`src/rtl/mem_port_arbiter.sv`:
```
// mem_port_arbiter
// Shares one unified instruction/data memory between the multi-cycle core
// and an auxiliary (loader/debug) port. One access at a time: the winner's
// attributes are latched, the memory is driven for MEM_LAT cycles, read data
// is captured on the last of them, and the winner gets a one-cycle ack.
//
// Parameters: ADDR_W, DATA_W, MEM_LAT (>=1, memory cycles per access)
// Ports:
//   CLK, Reset_n                    clock (rising), async active-low reset
//   core_req/we/addr/wdata, core_ack   core request port and completion pulse
//   aux_req/we/addr/wdata,  aux_ack    auxiliary request port and completion pulse
//   rdata                           data of the last completed read
//   mem_en/we/addr/wdata, mem_rdata memory macro interface
//   busy                            high while an access or its ack is in flight
//   owner                           0 = core, 1 = aux; current/last access owner
// Build option: define MEM_ARB_RR_EN for round-robin arbitration on
// simultaneous requests; otherwise the core has fixed priority.
module mem_port_arbiter #(
    parameter int ADDR_W  = 16,
    parameter int DATA_W  = 16,
    parameter int MEM_LAT = 2
) (
    input  logic              CLK,
    input  logic              Reset_n,
    input  logic              core_req,
    input  logic              core_we,
    input  logic [ADDR_W-1:0] core_addr,
    input  logic [DATA_W-1:0] core_wdata,
    output logic              core_ack,
    input  logic              aux_req,
    input  logic              aux_we,
    input  logic [ADDR_W-1:0] aux_addr,
    input  logic [DATA_W-1:0] aux_wdata,
    output logic              aux_ack,
    output logic [DATA_W-1:0] rdata,
    output logic              mem_en,
    output logic              mem_we,
    output logic [ADDR_W-1:0] mem_addr,
    output logic [DATA_W-1:0] mem_wdata,
    input  logic [DATA_W-1:0] mem_rdata,
    output logic              busy,
    output logic              owner
);

    localparam int CNT_W = $clog2(MEM_LAT) + 1;
    localparam logic [CNT_W-1:0] CNT_LAST = CNT_W'(MEM_LAT - 1);

    localparam logic [1:0] S_IDLE   = 2'd0;
    localparam logic [1:0] S_ACCESS = 2'd1;
    localparam logic [1:0] S_RESP   = 2'd2;

    logic [1:0]       state;
    logic [CNT_W-1:0] cnt;
    logic             grant_aux;

`ifdef MEM_ARB_RR_EN
    // Last granted requester; on contention the other one wins.
    logic rr_last;

    always_comb begin
        grant_aux = aux_req && (!core_req || !rr_last);
    end

    always_ff @(posedge CLK or negedge Reset_n) begin
        if (!Reset_n) begin
            rr_last <= 1'b1;
        end else if (state == S_IDLE && (core_req || aux_req)) begin
            rr_last <= grant_aux;
        end
    end
`else
    always_comb begin
        grant_aux = aux_req && !core_req;
    end
`endif

    always_ff @(posedge CLK or negedge Reset_n) begin
        if (!Reset_n) begin
            state     <= S_IDLE;
            cnt       <= '0;
            mem_en    <= 1'b0;
            mem_we    <= 1'b0;
            mem_addr  <= '0;
            mem_wdata <= '0;
            rdata     <= '0;
            core_ack  <= 1'b0;
            aux_ack   <= 1'b0;
            busy      <= 1'b0;
            owner     <= 1'b0;
        end else begin
            case (state)
                S_IDLE: begin
                    if (core_req || aux_req) begin
                        owner     <= grant_aux;
                        mem_we    <= grant_aux ? aux_we    : core_we;
                        mem_addr  <= grant_aux ? aux_addr  : core_addr;
                        mem_wdata <= grant_aux ? aux_wdata : core_wdata;
                        mem_en    <= 1'b1;
                        busy      <= 1'b1;
                        cnt       <= '0;
                        state     <= S_ACCESS;
                    end
                end
                S_ACCESS: begin
                    // cnt holds at its last value instead of wrapping.
                    if (cnt == CNT_LAST) begin
                        if (!mem_we) begin
                            rdata <= mem_rdata;
                        end
                        core_ack <= ~owner;
                        aux_ack  <= owner;
                        mem_en   <= 1'b0;
                        mem_we   <= 1'b0;
                        state    <= S_RESP;
                    end else begin
                        cnt <= cnt + CNT_W'(1);
                    end
                end
                S_RESP: begin
                    core_ack <= 1'b0;
                    aux_ack  <= 1'b0;
                    busy     <= 1'b0;
                    state    <= S_IDLE;
                end
                default: begin
                    state <= S_IDLE;
                end
            endcase
        end
    end

endmodule
```
`config.mk`:
```
export PLATFORM = sky130hd
export DESIGN_NAME = mem_port_arbiter
export DESIGN_NICKNAME = d
export VERILOG_FILES = /design/src/rtl/mem_port_arbiter.sv
export SDC_FILE = /design/constraint.sdc
export NUM_CORES = 1
export LEC_CHECK = 0
export BUFFER_PORTS_ARGS = -buffer_cell sky130_fd_sc_hd__buf_4
export CORE_MARGIN = 2
export CORE_UTILIZATION = 48
export CTS_BUF_LIST = sky130_fd_sc_hd__clkbuf_4 sky130_fd_sc_hd__clkbuf_8 sky130_fd_sc_hd__clkbuf_16
export DETAILED_ROUTE_END_ITERATION = 10
export GPL_ROUTABILITY_DRIVEN = 0
export MAX_ROUTING_LAYER = met4
export PLACE_DENSITY = 0.84
export SETUP_SLACK_MARGIN = 0.1
export SYNTH_ARGS = -nofsm -noshare
export SYNTH_HDL_FRONTEND = slang
export SYNTH_SLANG_ARGS = --single-unit
```
`constraint.sdc`:
```
create_clock -name CLK -period 3.4 [get_ports CLK]
set_input_delay 0 -clock CLK [delete_from_list [all_inputs] [get_ports CLK]]
set_output_delay 0 -clock CLK [all_outputs]
set_load 0.02 [all_outputs]
```
==> summary.txt, run 1 <==
Clock network
  – CTS Buffer Depth: 2
  – Root buffer cell: clkbuf_8
  – H-tree levels: 3
  – Num CTS Buffers: 9
  – CTS clock-pin slew for the worst setup and hold paths: 60 ps
  – CTS tree: done
  – CTS Sinks: 58
  – Clock latency on the worst-skew pair: 320 ps
  – Post_cts resized: 0
  – Setup bufs post-CTS: 0

Die
  – Die area: 0.00616 mm^2
  – Core area: 0.00544 mm^2
  – Die height: 78.5 um
  – Die width: 78.5 um
  – I/O pin total: 140
  – Initial Util: 49.0%
  – Num rows: 27

Setup path
  – Startpoint types: input pin
  – Crit-path max FO: 33
  – Worst path slowest cell: nand2b_2
  – Crit path top cell by count: dlygate4sd3_1
  – Max incr delay on CP: 830 ps
  – CP endpoint kind: flip-flop
  – Critical Path AT: 2560 ps
  – Worst path cell trace: dlygate4sd3_1 > buf_4 > nand2b_2 > mux2i_1 > dlygate4sd3_1 > o21ai_1
  – Buf+Inv Stages, Crit Path: 3
  – CP Class: input pin to flip-flop
  – Worst Path Required: 3580 ps
  – CP top delay family: buffers and inverters

Yosys
  – Area leader, netlist: dfrtp_1
  – Synth area leaders: dfrtp_1 55%, mux2i_1 12%, o21ai_0 6.6%
  – Post-synthesis sequential area ratio: 54.5%
  – EDFF count, synth: 0
  – Mapped Nets: 307
  – Top FF cell, synth: dfrtp_1
  – Most common cell in the netlist: dfrtp_1
  – Yosys reg bits: 58
  – Syn Inst Count: 220
  – YS warnings: 0
  – Synthesized area per cell: 12.1 um^2
  – Most instantiated cells after synthesis: 58 x dfrtp_1, 35 x o21ai_0, 33 x mux2i_1
  – Yosys top cell area share: 54.5%
  – Mapped Area: 0.00266 mm^2
  – Cell variety after synth: 28
  – Async set or reset register ratio after synthesis: 100%

GRT
  – Global Route Usage Sum: 33.2%
  – GRT Residual Overflow: 0
  – Largest net degree at the start of global routing: 59
  – Initial antenna violation count: 0
  – Vias in the first global route: 2968
  – First-pass GRT wire length: 15100 um

Drt
  – DRC Markers: 0
  – DR WL/cell: 18.8 um
  – Routed wire length: 9740 um
  – ANT nets after route: 0
  – Post-DR vias/cell: 5.45
  – DR iter-0 viols: 167
  – Vias: 2819
  – TritonRoute pass-1 iters: 5

Pwr
  – Cell Pwr Density: 814 mW/mm^2
  – Peak VDD IR: 433 uV
  – P_leak: 2.38 nW

Timing
  – Slew @ Worst Pin: 1240 ps
  – Count of pins over their slew limit: 0
  – Setup TNS Final: 0 ps
  – Final worst-path cycle share: 70.1%
  – Fin crit period: 2380 ps
  – Fmax: 420 MHz
  – Final setup vio count: 0
  – Relative slew margins: 17.4%
  – Final WS setup: 1020 ps
  – Unrepaired setup endpoints after global routing: no
  – Worst Clk Skew: 9.01 ps
  – Final hold vios: 0

Worst hold path
  – Min-delay worst type: input pin to flip-flop

Flow run
  – MaxCap Viol Count: 0

Placement
  – Dpl hpwl: 4850 um
  – Place WS: 1680 ps
  – Buffers on Ports: 139

Finish
  – Ant diodes: 0
  – Area grow syn2layout: 76.6%
  – Layout cells sized above 1: 40.2%
  – Fill cells: 262
  – Nets: 527

Run status
  – Status: finished, final reports clean
state kept, by name, indices dropped and copies added (netlist names):
| signal | cells |
|---|---|
| mem_we | 1 |
| busy | 1 |
| aux_ack | 1 |
| cnt | 2 |
| state | 2 |
| core_ack | 1 |
| mem_wdata | 16 |
| rdata | 16 |
| mem_en | 1 |
| owner | 1 |
| mem_addr | 16 |
metrics by stage:
stage / hold WS (ps) / util, % / area [um^2] / cells / power (W)
floorplan: -296 / - / 2660 / 220 / 0.00234
global placement: 90.3 / 67.8 / 3690 / 417 / 0.00299
detailed placement: 93.5 / 67.8 / 3690 / 417 / 0.00306
CTS: 8.45 / 86.5 / 4700 / 517 / 0.00371
global route: 90.1 / 86.5 / 4700 / 517 / 0.00402
finish: 111 / 86.5 / 4700 / 517 / 0.00383
layer usage:
layer | part of all wire [%] | global-route usage [%] | up-vias
met5 | 0 | - | -
met4 | 3.2 | 13.2 | 0
met3 | 9.4 | 8.85 | 33
met2 | 51 | 56.3 | 205
met1 | 37 | 37.7 | 1356
li1 | - | - | 1225
logic make-up (layout without fill, tap and decap cells):
logic type	Yosys count	count (layout)	share of synthesized area, %
buffers and inverters	22	247	5.55
adders and majority gates	1	1	0.470
muxes	49	49	20.6
DFF	58	58	54.5
and+or+nand+nor	12	12	3.43
AOI/OAI and AO/OA	78	78	15.5
layout make-up:
cell class	instances	area [um^2]	area share [%]
Multi-Input combinational cell	140	1070	22.7
Timing Repair Buffer	224	1890	40.2
Clock inverter	3	15.0	0.319
Inverter	7	26.3	0.559
Sequential cell	58	1450	30.9
Tap cell	72	90.1	1.92
Clock buffer	13	160	3.41
worst paths after layout:
| path | start | to | slack, ps | depth (start not counted) |
|---|---|---|---|---|
| max reg2reg | state[0] | mem_addr[1] | 1380 | 3 |
| max | core_req | mem_addr[4] | 1020 | 6 |
| min reg2reg | cnt[0] | cnt[0] | 490 | 1 |
| max in group asynchronous | Reset_n | mem_addr[15] | 2670 | 2 |
| min in group asynchronous | Reset_n | rdata[11] | 270 | 2 |
| min | core_addr[1] | mem_addr[1] | 110 | 3 |
power breakdown:
| group | switching, W | internal (W) |
|---|---|---|
| combinational | 0.00108 | 0.000901 |
| clock | 0.000256 | 0.000305 |
| sequential | 0.000249 | 0.00104 |
worst register-to-register path: stages, from the launching register on:
cell and delay [ps]:
dfrtp_1 470, or2_1 860, o21ai_0 390, o21ai_1 220
placed cells by master, fill, tap and decap left out:
cell and n:
nor2_2 1, and3_2 1, a21o_1 1, clkinv_2 3, or2_1 1, o21ai_1 31
o22ai_1 4, clkbuf_4 3, nand3b_4 1, clkbuf_8 10, or3b_1 1, mux2_4 10
o21ai_0 35, o21ai_2 2, dfrtp_1 58, inv_1 7, dlygate4sd3_1 84, nand2b_2 1
mux2i_1 33, buf_4 140, mux2_2 6, o211ai_1 1, nor2_8 1, nor2_1 1
a2bb2oi_1 1, nand2_1 4, ha_1 1, a21oi_1 3
timing repair:
item	in CTS	in global routing
hold endpoints to repair	108	0
endpoints found under the setup margin	0	0
hold buffers	84	0
No activity file was read; power rests on OpenSTA's default activity.
==> inputs of run 2 (changes only) <==
--- a/config.mk
+++ b/config.mk
@@ -7,12 +7,12 @@
 export LEC_CHECK = 0
 export BUFFER_PORTS_ARGS = -buffer_cell sky130_fd_sc_hd__buf_4
 export CORE_MARGIN = 2
-export CORE_UTILIZATION = 48
+export CORE_UTILIZATION = 41
 export CTS_BUF_LIST = sky130_fd_sc_hd__clkbuf_4 sky130_fd_sc_hd__clkbuf_8 sky130_fd_sc_hd__clkbuf_16
 export DETAILED_ROUTE_END_ITERATION = 10
 export GPL_ROUTABILITY_DRIVEN = 0
 export MAX_ROUTING_LAYER = met4
-export PLACE_DENSITY = 0.84
+export PLACE_DENSITY = 0.77
 export SETUP_SLACK_MARGIN = 0.1
 export SYNTH_ARGS = -nofsm -noshare
 export SYNTH_HDL_FRONTEND = slang
==> constraint.sdc (replaced) <==
create_clock -name CLK -period 2.1 [get_ports CLK]
set_input_delay 0 -clock CLK [delete_from_list [all_inputs] [get_ports CLK]]
set_output_delay 0 -clock CLK [all_outputs]
set_load 0.02 [all_outputs]
==> run 2 against run 1 <==
Routed wire length decreased by 14%. Via count decreased by 8.3%. Die area grew 16%. Setup slack worse by 870 ps. Global-route usage is 8.1 points lower. Sequential share of layout area shrank 0.22 points. Core utilization fell by 11 points. Hold slack got worse by 100 ps. Clock-buffer cell count did not move. Critical path depth unchanged. Largest power group unchanged.
==> summary.txt, run 2 (same netlist as run 1, synthesis figures left out) <==
Setup path
  – End of the worst register-to-register path: mem_addr[12]
  – Flop2flop setup slack: 320 ps (-1060 ps)
  – CP endpoint kind: flip-flop
  – R2r startpoint: state[0]
  – R2R cell count: 3 (unchanged)
  – Critical Path AT: 2150 ps (-410 ps)
  – Startpoint types: input pin
  – Worst Path Required: 2300 ps (-1280 ps)
  – CP Class: input pin to flip-flop
  – Crit-path max FO: 17 (-48%)

Pwr
  – Part of the power in registers: 33.8% (+0.2 points)
  – Pint: 0.00361 W (+61%)
  – Cell Pwr Density: 1270 mW/mm^2 (+56%)
  – Overall power: 0.00601 W (+57%)
  – Net Sw Frac: 39.9% (-1.5 points)
  – Share of total power in combinational logic: 51.3% (-0.4 points)
  – Switching power: 0.00240 W (+51%)
  – Peak VDD IR: 803 uV (+86%)
  – P_leak: 2.39 nW (+0.62%)
  – Power share of the clock group: 14.9% (+0.2 points)

Worst hold path
  – Worst Hold End: owner
  – Min-delay worst type: input pin to flip-flop
  – Hold_sp: aux_req
  – Hold path depth: 3 (unchanged)

Drt
  – ANT nets after route: 0 (unchanged)
  – Vias: 2586 (-8.3%)
  – Post-DR vias/cell: 4.94 (-9.5%)
  – Routed wire length: 8400 um (-14%)
  – DR WL/cell: 16.0 um (-15%)
  – TritonRoute pass-1 iters: 6 (+1)
  – DR iter-0 viols: 120 (-28%)
  – DRC Markers: 0 (unchanged)

Finish
  – Nets: 529 (+0.38%)
  – Sequential standard cell area: 0.00145 mm^2 (unchanged)
  – Commonest cells after routing, fill and taps aside: 141 x buf_4, 84 x dlygate4sd3_1, 58 x dfrtp_1
  – Area of the multi-input gates: 0.00107 mm^2 (unchanged)
  – Fill cells: 427 (+63%)
  – Post-layout util: 75.0% (-11 points)
  – Largest registers: mem_addr x16, mem_wdata x16, rdata x16
  – Leading cell type in the layout, fill and taps excluded: buf_4
  – Area grow syn2layout: 77.9%
  – Ant diodes: 0 (unchanged)
  – Layout cells sized above 1: 40.5% (+0.27 points)

Timing
  – Final hold slack: 8.48 ps (-103 ps)
  – Fmax: 512 MHz
  – Relative slew margins: 32.1% (+15 points)
  – Final WS setup: 148 ps (-869 ps)
  – Slew @ Worst Pin: 1020 ps (-219 ps)
  – Worst Clk Skew: 5.14 ps (-3.87 ps)
  – Final worst-path cycle share: 93.0%
  – Fin crit period: 1950 ps
  – Unrepaired setup endpoints after global routing: no
  – Final setup vio count: 0 (unchanged)
  – Setup TNS Final: 0 ps (unchanged)
  – Final hold vios: 0 (unchanged)
  – Count of pins over their slew limit: 0 (unchanged)

Flow run
  – MaxCap Viol Count: 0 (unchanged)

GRT
  – Largest net degree at the start of global routing: 59 (unchanged)
  – Initial antenna violation count: 0 (unchanged)
  – GRT Residual Overflow: 0 (unchanged)
  – First-pass GRT wire length: 13700 um (-9.1%)
  – Global Route Usage Sum: 25.1% (-8.1 points)
  – Vias in the first global route: 2831 (-4.6%)

Die
  – Die area: 0.00715 mm^2 (+16%)
  – Die height: 84.6 um (+7.8%)
  – I/O pin total: 140 (unchanged)
  – Initial Util: 42.2% (-6.8 points)
  – Num rows: 29 (+7.4%)
  – Core area: 0.00631 mm^2 (+16%)
  – Die width: 84.6 um (+7.8%)

Clock network
  – CTS Buffer Depth: 2 (unchanged)
  – Setup bufs post-CTS: 0 (unchanged)
  – Post_cts resized: 0 (unchanged)
  – H-tree levels: 3 (unchanged)
  – CTS clock-pin slew for the worst setup and hold paths: 60 ps (about the same)
  – Clock latency on the worst-skew pair: 320 ps (about the same)
  – CTS tree: done
  – CTS Sinks: 58 (unchanged)
  – Hold Buf Count CTS: 84 (unchanged)
  – Num CTS Buffers: 9 (unchanged)
  – Root buffer cell: clkbuf_8

Placement
  – Dpl hpwl: 4830 um (-0.39%)
  – Place WS: 369 ps (-1310 ps)
  – Buffers on Ports: 139 (unchanged)

Run status
  – Status: finished, final reports clean
[run 2: cell count changes in the layout (fill, tap and decap cells not counted)]
cell,change
buf_12,+1
buf_4,+1
[run 2: worst max path at each step]
stage	endpoint	startpoint
2_1_floorplan	rdata[10]	cnt[1]
3_3_place_gp	mem_addr[6]	state[0]
3_5_place_dp	cnt[0]	state[0]
4_1_cts	mem_wdata[0]	core_req
5_1_grt	mem_addr[14]	core_req
6_report	mem_addr[14]	core_req
[run 2: through the flow]
stage,area [um^2],cells
CTS,4740,524
global route,4740,524
global placement,3720,424
detailed placement,3720,424
finish,4740,524
floorplan,2660,220
[run 2: final cells by class]
type	instances	area share, %
flip-flops and latches	58	30.6
well taps	77	2.03
repair buffers	226	40.5
inverters	7	0.555
multi-input cells	140	22.6
clock buffers	13	3.38
clock inverters	3	0.317
[run 2: worst max-delay path, stage by stage]
cell	delay, ps
dlygate4sd3_1	530
buf_4	150
nand2b_2	470
mux2i_1	340
dlygate4sd3_1	590
o21ai_1	60
[run 2: power groups by stage]
stage / combinational, W / clock (W) / sequential [W]
CTS: 0.00306 / 0.000923 / 0.00201
global placement: 0.00285 / 0 / 0.00199
floorplan: 0.00118 / 0 / 0.00261
finish: 0.00308 / 0.000897 / 0.00203
detailed placement: 0.00292 / 0 / 0.00202
global route: 0.00332 / 0.000975 / 0.00209
[run 2: metal layers]
| metal | vias up | GRT usage, % | routed length (um) |
|---|---|---|---|
| li1 | 1229 | - | - |
| met1 | 1234 | 26.9 | 3180 |
| met5 | - | - | 0 |
| met3 | 13 | 6.88 | 519 |
| met2 | 110 | 45.1 | 4550 |
| met4 | 0 | 7.65 | 159 |
